==> config.mk <==
export PLATFORM = sky130hd
export DESIGN_NAME = regshift_pipe_flat
export DESIGN_NICKNAME = d
export VERILOG_FILES = /design/src/rtl/regshift_pipe_if.sv /design/src/rtl/regshift_pipe.sv /design/src/flat_wrapper.sv
export SDC_FILE = /design/constraint.sdc
export NUM_CORES = 1
export LEC_CHECK = 0
export CAP_MARGIN = 20
export CORE_AREA = 2 2 188 190
export CTS_CLUSTER_DIAMETER = 150
export CTS_CLUSTER_SIZE = 25
export DETAILED_ROUTE_END_ITERATION = 6
export DIE_AREA = 0 0 190 192
export PLACE_DENSITY_LB_ADDON = 0.2
export SLEW_MARGIN = 20
export SYNTH_ARGS = -nofsm -noshare
export SYNTH_HDL_FRONTEND = slang
export SYNTH_SLANG_ARGS = --single-unit
==> constraint.sdc <==
create_clock -name clk -period 3.6 [get_ports clk]
set_input_delay 0.72 -clock clk [delete_from_list [all_inputs] [get_ports clk]]
set_output_delay 0.72 -clock clk [all_outputs]
set_load 0.1 [all_outputs]
==> src/rtl/regshift_pipe_if.sv <==
// Handshake bundle between register read and the operand-2 shifter pipeline.
// master drives operations in and accepts results; slave is the shifter.
interface regshift_pipe_if #(
    parameter int WIDTH = 32,
    parameter int TAG_W = 4
);
    logic             in_valid;
    logic             in_ready;
    logic [2:0]       op;
    logic [WIDTH-1:0] rm;
    logic [WIDTH-1:0] rs;
    logic             c_in;
    logic             v_in;
    logic [TAG_W-1:0] tag_in;
    logic             out_valid;
    logic             out_ready;
    logic [WIDTH-1:0] rd;
    logic [3:0]       flags;
    logic [TAG_W-1:0] tag_out;

    modport master (
        output in_valid, op, rm, rs, c_in, v_in, tag_in, out_ready,
        input  in_ready, out_valid, rd, flags, tag_out
    );

    modport slave (
        input  in_valid, op, rm, rs, c_in, v_in, tag_in, out_ready,
        output in_ready, out_valid, rd, flags, tag_out
    );
endinterface

==> src/rtl/regshift_pipe.sv <==
// Pipelined register-amount shifter (LSL/LSR/ASR/ROR/RRX) with NZCV flags.
// The full shift is resolved at accept; the remaining stages are delay
// registers that move in lock-step, so latency is STAGES cycles unstalled.
module regshift_pipe #(
    parameter int WIDTH  = 32,
    parameter int AMT_W  = 8,
    parameter int STAGES = 2,
    parameter int TAG_W  = 4
) (
    input  logic            clk,
    input  logic            rst_n,
    regshift_pipe_if.slave  bus
);

    localparam int               SH_W  = $clog2(WIDTH);
    localparam logic [AMT_W-1:0] W_AMT = AMT_W'(WIDTH);

    logic [AMT_W-1:0] amt;
    logic [SH_W-1:0]  sh;
    logic             amt_zero;
    logic             amt_lt_w;
    logic             amt_eq_w;

    assign amt      = bus.rs[AMT_W-1:0];
    assign sh       = amt[SH_W-1:0];
    assign amt_zero = (amt == '0);
    assign amt_lt_w = (amt < W_AMT);
    assign amt_eq_w = (amt == W_AMT);

    // Only the low AMT_W bits of rs select the amount.
    generate
        if (AMT_W < WIDTH) begin : g_rs_hi
            logic unused_rs_hi;
            assign unused_rs_hi = ^bus.rs[WIDTH-1:AMT_W];
        end
    endgenerate

    // Extended shifts: the extra bit catches the last bit shifted out,
    // which is the carry for in-range LSL/LSR/ASR amounts.
    logic [WIDTH:0]   lsl_ext;
    logic [WIDTH:0]   lsr_ext;
    logic [WIDTH-1:0] asr_res;
    logic [WIDTH-1:0] rot_res;

    assign lsl_ext = {1'b0, bus.rm} << sh;
    assign lsr_ext = {bus.rm, 1'b0} >> sh;
    assign asr_res = $unsigned($signed(bus.rm) >>> sh);

    // True rotate: result bit gi takes rm[(gi + amt) mod WIDTH]; the SH_W-bit
    // sum wraps naturally because WIDTH is a power of two.
    generate
        for (genvar gi = 0; gi < WIDTH; gi++) begin : g_rot
            assign rot_res[gi] = bus.rm[SH_W'(gi) + sh];
        end
    endgenerate

    logic [WIDTH-1:0] res_next;
    logic             carry_next;
    logic [3:0]       flags_next;

    // Result and shifter carry selection; zero amount leaves rm and c_in alone.
    always_comb begin
        res_next   = bus.rm;
        carry_next = bus.c_in;
        case (bus.op)
            3'd0: if (!amt_zero) begin
                if (amt_lt_w) begin
                    res_next   = lsl_ext[WIDTH-1:0];
                    carry_next = lsl_ext[WIDTH];
                end else if (amt_eq_w) begin
                    res_next   = '0;
                    carry_next = bus.rm[0];
                end else begin
                    res_next   = '0;
                    carry_next = 1'b0;
                end
            end
            3'd1: if (!amt_zero) begin
                if (amt_lt_w) begin
                    res_next   = lsr_ext[WIDTH:1];
                    carry_next = lsr_ext[0];
                end else if (amt_eq_w) begin
                    res_next   = '0;
                    carry_next = bus.rm[WIDTH-1];
                end else begin
                    res_next   = '0;
                    carry_next = 1'b0;
                end
            end
            3'd2: if (!amt_zero) begin
                if (amt_lt_w) begin
                    res_next   = asr_res;
                    carry_next = lsr_ext[0];
                end else begin
                    res_next   = {WIDTH{bus.rm[WIDTH-1]}};
                    carry_next = bus.rm[WIDTH-1];
                end
            end
            // After rotating, the last bit rotated out sits in the MSB; this
            // also covers the multiple-of-WIDTH case (C = rm[WIDTH-1]).
            3'd3: if (!amt_zero) begin
                res_next   = rot_res;
                carry_next = rot_res[WIDTH-1];
            end
            3'd4: begin
                res_next   = {bus.c_in, bus.rm[WIDTH-1:1]};
                carry_next = bus.rm[0];
            end
            default: ;
        endcase
    end

    assign flags_next = {res_next[WIDTH-1], (res_next == '0), carry_next, bus.v_in};

    logic             valid_reg [STAGES];
    logic [WIDTH-1:0] rd_reg    [STAGES];
    logic [3:0]       flags_reg [STAGES];
    logic [TAG_W-1:0] tag_reg   [STAGES];
    logic             advance;

    assign advance      = ~valid_reg[STAGES-1] | bus.out_ready;
    assign bus.in_ready = advance;

    // Lock-step pipeline: every stage moves together on advance; payloads
    // update only when a valid op arrives so the output holds its last result.
    always_ff @(posedge clk or negedge rst_n) begin
        if (!rst_n) begin
            for (int i = 0; i < STAGES; i++) begin
                valid_reg[i] <= 1'b0;
                rd_reg[i]    <= '0;
                flags_reg[i] <= '0;
                tag_reg[i]   <= '0;
            end
        end else if (advance) begin
            valid_reg[0] <= bus.in_valid;
            if (bus.in_valid) begin
                rd_reg[0]    <= res_next;
                flags_reg[0] <= flags_next;
                tag_reg[0]   <= bus.tag_in;
            end
            for (int i = 1; i < STAGES; i++) begin
                valid_reg[i] <= valid_reg[i-1];
                if (valid_reg[i-1]) begin
                    rd_reg[i]    <= rd_reg[i-1];
                    flags_reg[i] <= flags_reg[i-1];
                    tag_reg[i]   <= tag_reg[i-1];
                end
            end
        end
    end

    assign bus.out_valid = valid_reg[STAGES-1];
    assign bus.rd        = rd_reg[STAGES-1];
    assign bus.flags     = flags_reg[STAGES-1];
    assign bus.tag_out   = tag_reg[STAGES-1];

endmodule
==> src/flat_wrapper.sv <==
// flat-port wrapper written by rule: the top's interface ports become plain ports
module regshift_pipe_flat 
#(
    parameter int WIDTH  = 32,
    parameter int AMT_W  = 8,
    parameter int STAGES = 2,
    parameter int TAG_W  = 4
)
  (clk, rst_n, bus_in_valid, bus_op, bus_rm, bus_rs, bus_c_in, bus_v_in, bus_tag_in, bus_out_ready, bus_in_ready, bus_out_valid, bus_rd, bus_flags, bus_tag_out);
  regshift_pipe_if #(.WIDTH(WIDTH), .TAG_W(TAG_W)) bus_i ();
  input  logic clk;
  input  logic rst_n;
  input wire logic [$bits(bus_i.in_valid)-1:0] bus_in_valid;
  input wire logic [$bits(bus_i.op)-1:0] bus_op;
  input wire logic [$bits(bus_i.rm)-1:0] bus_rm;
  input wire logic [$bits(bus_i.rs)-1:0] bus_rs;
  input wire logic [$bits(bus_i.c_in)-1:0] bus_c_in;
  input wire logic [$bits(bus_i.v_in)-1:0] bus_v_in;
  input wire logic [$bits(bus_i.tag_in)-1:0] bus_tag_in;
  input wire logic [$bits(bus_i.out_ready)-1:0] bus_out_ready;
  output wire logic [$bits(bus_i.in_ready)-1:0] bus_in_ready;
  output wire logic [$bits(bus_i.out_valid)-1:0] bus_out_valid;
  output wire logic [$bits(bus_i.rd)-1:0] bus_rd;
  output wire logic [$bits(bus_i.flags)-1:0] bus_flags;
  output wire logic [$bits(bus_i.tag_out)-1:0] bus_tag_out;
  assign bus_i.in_valid = bus_in_valid;
  assign bus_i.op = bus_op;
  assign bus_i.rm = bus_rm;
  assign bus_i.rs = bus_rs;
  assign bus_i.c_in = bus_c_in;
  assign bus_i.v_in = bus_v_in;
  assign bus_i.tag_in = bus_tag_in;
  assign bus_i.out_ready = bus_out_ready;
  assign bus_in_ready = bus_i.in_ready;
  assign bus_out_valid = bus_i.out_valid;
  assign bus_rd = bus_i.rd;
  assign bus_flags = bus_i.flags;
  assign bus_tag_out = bus_i.tag_out;
  regshift_pipe #(.WIDTH(WIDTH), .AMT_W(AMT_W), .STAGES(STAGES), .TAG_W(TAG_W)) u_core (.clk(clk), .rst_n(rst_n), .bus(bus_i));
endmodule
* Word-level counts from Yosys, hierarchy flattened
Index checks and enable logic that the tools add are counted.
Word-level totals: flip-flop bits (word level) 82, latch bits 0, bits in writable memories 0, ROM bits 0, bits of input ports 77, memories kept 0
Cells by class: add/sub/neg operators 31, multipliers 0, divide/modulo/power cells 0, order comparisons 33, equality and inequality tests 5, shift-type cells 3, muxes and demuxes 82, bitwise logic cells 2, reductions and logical operators 5
Operators by type and width (number):
- $mux 32 | 7
- $lt 5x6->1 const B | 32
- $bmux 1 s5 | 32
- $pmux 32 s5 | 1
- $add 5x5->5 const A | 16
- $mux 1 | 41
- $add 4x5->5 const A | 8
- $shl 32x5->33 | 1
- $shr 33x5->33 | 1
- $logic_not 32->1 | 1
- $sshr 32x5->32 | 1
- $add 3x5->5 const A | 4
- $add 2x5->5 const A | 2
- $eq 8x6->1 const B | 1
- $logic_not 8->1 | 1
- $lt 8x6->1 const B | 1
- $eq 3x2->1 const B | 2
- $add 1x5->5 const A | 1
- $pmux 1 s5 | 1
- $reduce_and 2->1 | 2
- $eq 3x1->1 const B | 1
- $eq 3x3->1 const B | 1
- $logic_not 3->1 | 1
- $not 1->1 | 1
- $or 1x1->1 | 1

* Longest topological paths before layout
Gate-level depths: netlist of run 1.
word-level depth 6, gate-level depth with buffers 19, mapped depth without buffers 11

* Worst setup path after synthesis of run 1
No wires, ideal clock.
kind in2reg, from input bus_rs[1], to register u_core.flags_reg[6] (netlist bit), library setup time 0.092 ns, arrival time 4.765 ns, slack -1.257 ns, stages 14, buffers on the path 4, cells stage by stage inv_2 > buf_1 > clkbuf_1 > buf_2 > ha_1 > buf_2 > xor2_1 > mux4_2 > mux4_2 > nand2_1 > a31oi_1 > nand4b_1 > or3_1 > o31ai_2
Between the ends: longest elaborated chain between the ends 6, elaborated cells on any way between the ends 109, those cells by class add/sub (31); order compare (1); shift (3); mux (72); reduce/logical (2)
Ends and longest elaborated chain:
- from (decl) | line flat_wrapper.sv:16 | input wire logic [$bits(bus_i.rs)-1:0] bus_rs;
- $add 1x5->5, or another cell as far along | line regshift_pipe.sv:53 | assign rot_res[gi] = bus.rm[SH_W'(gi) + sh];
- $bmux 1 s5 | line regshift_pipe.sv:53
- $mux 1 (implied by the code) | line regshift_pipe.sv:53
- $mux 32 | line regshift_pipe.sv:101 | 3'd3: if (!amt_zero) begin
- $pmux 32 s5 (*) | line regshift_pipe.sv:65 | case (bus.op)
- $logic_not 32->1 (*) | line regshift_pipe.sv:113 | assign flags_next = {res_next[WIDTH-1], (res_next == '0), carry_next, bus.v_in};
- to (signal, indexed assignment) | line regshift_pipe.sv:145 | flags_reg[i] <= flags_reg[i-1];
- to (decl) | line regshift_pipe.sv:117 | logic [3:0] flags_reg [STAGES];
Every way passes the cells marked *; elsewhere a longest branch is shown, timed or not. The select of a mux whose other input is x is not followed. A chain may end at the register's enable or synchronous reset.

* Worst setup path after layout of run 1
from input bus_rs[0], to register u_core.flags_reg[6] (netlist bit)
Same word-level chain as after synthesis.

==> impl_metrics.ini, run 1 <==
[global_routing]
grt_pass1_vias = 15800
grt_max_degree = 81
grt_pass1_wl_mm = 110
overflow = 0
antenna_found_initial = 2
grt_usage = 0.414

[timing]
final.period_utilization = 1.00
worst_slack_ns = -0.0106
fmax_ghz = 0.277
timing.hold.ws_ns = 0.478
hold_viol_final = 0
setup_violations = 1
worst_slew_pin_slew_ns = 0.993
slew_viol_final = 0
fin_worst_skew_ns = 0.00710
max_slew_margin = 0.336
rsz0062_at_grt = true
post-route-min-period_ns = 3.61

[logic_synthesis]
yosysSeqAreaShare = 0.147
synth_seq_cells = 80
synth_area_mm2 = 0.0136
async_reset_ff_frac = 1.00
ys.warnings.count = 0
synth-edff-count = 0
synthFlopType = dfrtp_1
syn_inst = 1560
synth_area_per_cell_um2 = 8.75
ys_types = 85
syn_nets = 1652

[pwr]
p_leak_nw = 8.51
vdd_drop_max_mv = 0.659
power_density_mw_per_mm2 = 361
power_w = 0.00713

[cells_and_area]
layout.nets = 2124
post-route-util = 0.577
layout-drive-gt1-share = 0.467
area_growth_pct = 44.9
final_cells = 2493

[placement]
portBuffers = 94
dp_cells = 2444
dp.final_hpwl_mm = 61.0
gp_congestion = 1.03
dp_slack_ns = -0.650

[critical_path]
crit_arrival_ns = 3.86
path_max_fanout = 7
r2r-start = u_core.bus.out_valid
r2r_slack_ns = 1.62
crit_type = input port to register
end_kind = register
start_kind = input port
reg2regPathDepth = 7
cp.required_ns = 3.85
r2r_end = u_core.flags_reg[6]

[clock_tree]
cts.clk_slew.worst_paths_ns = 0.07
cts.sinks = 80
cts_buffers = 9
cts-root-buf = clkbuf_16
clock_latency_ns = 0.33
htree_levels = 3
tritoncts = built
clock_tree.buffer_depth = 2
postCtsHoldBufs = 0

[worst_hold_path]
worstHoldPathCells = 2
min_to = u_core.rd_reg[62]
holdCritPathClass = register to register
hold_start = u_core.rd_reg[62]

[drt]
vias = 16400
drt_pass1_iterations = 5
via_per_inst = 6.58
postRouteAntennaNets = 0
first_iter_violations = 2219
post_drt_wl_per_cell_um = 30.9
drc = 0
routed_wl_mm = 77.1

[floorplanning]
fp.dieH_um = 192
num_rows = 68
die_x_um = 190
ios = 119
core_region_area_mm2 = 0.0343
initial_core_util = 0.398
die_area_mm2 = 0.0365

[outcome]
run_status = complete, but fails checks
violations = setup timing

[flow_run]
drv_cap = 0
[through the flow]
| stage | area [um2] | TNS, ns |
|---|---|---|
| after global routing | 19800 | -0.134 |
| after CTS | 19000 | -0.0309 |
| after global placement | 18600 | -7.17 |
| final | 19800 | -0.0106 |
| after detailed placement | 18600 | -7.55 |
| after floorplan | 13900 | -0.537 |
[report_power, final]
part	switching, W	internal (W)	leakage (nW)	total, W
registers	0.000139	0.00116	0.981	0.00130
logic	0.00305	0.00184	7.38	0.00489
clock network	0.000374	0.000567	0.149	0.000941
total	0.00356	0.00357	8.51	0.00713
[cells in the final DEF, fill, tap and decap left out, drive strengths merged, types with 11 or more instances in the layout]
master,instances
buf,590
mux2,158
nand2,146
mux4,110
mux2i,110
nor2,101
a21oi,92
o21ai,87
dfrtp,80
clkdlybuf4s50,54
nand3,43
nor3,32
dlymetal6s2s,28
a31oi,28
o22ai,24
nand2b,23
a211oi,19
xnor2,18
ha,15
a22oi,14
or2,13
inv,13
nor2b,12
o211ai,12
o32ai,12
clkbuf,11
o221ai,11
[metal layers]
metal  GRT usage  vias to the layer above  wire length (um)
met5           0                        -                12
met4       0.216                        2              5140
met3      0.0954                      286              8970
met2       0.624                     1184             32700
met1       0.554                     8037             30300
li1            -                     6907                 -
[timing repair]
item,in CTS,in global routing
gates resized for setup,29,136
pin swaps,3,25
setup endpoints to repair,7,7
endpoints found under the hold margin,0,0
cloned,0,2
setup buffers,0,30
[worst max-delay path, cell delays in order]
cell,delay (ns)
buf_12,0.10
inv_6,0.03
ha_4,0.32
buf_6,0.15
buf_4,0.13
mux2_1,0.33
mux4_2,0.52
mux2_2,0.32
mux2i_1,0.32
o22a_4,0.23
nand4b_1,0.10
or3_1,0.33
o31ai_2,0.24
[worst max path at each step]
| stage | end | slack [ns] | cells after the start | start |
|---|---|---|---|---|
| 2_1_floorplan | u_core.flags_reg[6] | -0.36 | 16 | bus_rs[0] |
| 3_3_place_gp | u_core.flags_reg[6] | -0.64 | 12 | bus_rm[23] |
| 3_5_place_dp | u_core.flags_reg[6] | -0.65 | 12 | bus_rm[28] |
| 4_1_cts | u_core.flags_reg[6] | -0.03 | 14 | bus_rs[0] |
| 5_1_grt | u_core.flags_reg[6] | -0.13 | 14 | bus_rs[0] |
| 6_report | u_core.flags_reg[6] | -0.01 | 13 | bus_rs[0] |
[Yosys cell counts (all sizes together) (9+ instances only)]
library cell / n / area, um2
a211oi: 19 / 148
a21oi: 92 / 460
a22oi: 14 / 110
a31oi: 28 / 175
buf: 113 / 702
clkbuf: 102 / 383
dfrtp: 80 / 2000
ha: 15 / 188
inv: 11 / 41.3
mux2: 158 / 1780
mux2i: 110 / 1100
mux4: 110 / 2480
nand2: 146 / 548
nand2b: 23 / 144
nand3: 43 / 215
nand4: 10 / 62.6
nor2: 101 / 379
nor2b: 12 / 75.1
nor3: 32 / 160
nor4: 9 / 62.6
o211ai: 12 / 90.1
o21ai: 87 / 435
o221ai: 11 / 96.3
o22ai: 24 / 150
o32ai: 12 / 105
or2: 13 / 81.3
xnor2: 18 / 173
[logic make-up after synthesis]
| kind of cell | after synthesis | synth area share |
|---|---|---|
| buf+inv | 227 | 0.0828 |
| mux | 378 | 0.393 |
| fa+ha+maj | 15 | 0.0138 |
| compound gates | 398 | 0.194 |
| simple gates | 437 | 0.153 |
| flops | 80 | 0.147 |
| xor+xnor | 25 | 0.0171 |
[layout make-up]
| cell class | count | area, um2 |
|---|---|---|
| clock buffer | 10 | 239 |
| inverter | 12 | 52.6 |
| multi-input combinational | 1253 | 11000 |
| sequential | 80 | 2000 |
| fill | 3107 | 14500 |
| clock inverter | 6 | 76.3 |
| antenna | 1 | 2.50 |
| timing repair buffer | 676 | 5820 |
| tap | 455 | 569 |
(Power assumes the default switching activity.)
==> run 2, diff against run 1 <==
--- a/config.mk
+++ b/config.mk
@@ -8,7 +8,6 @@
 export CAP_MARGIN = 20
 export CORE_AREA = 2 2 188 190
 export CTS_CLUSTER_DIAMETER = 150
-export CTS_CLUSTER_SIZE = 25
 export DETAILED_ROUTE_END_ITERATION = 6
 export DIE_AREA = 0 0 190 192
 export PLACE_DENSITY_LB_ADDON = 0.2
==> results of run 2 <==
No change in the layout: final DEF, timing and power equal those of run 1.
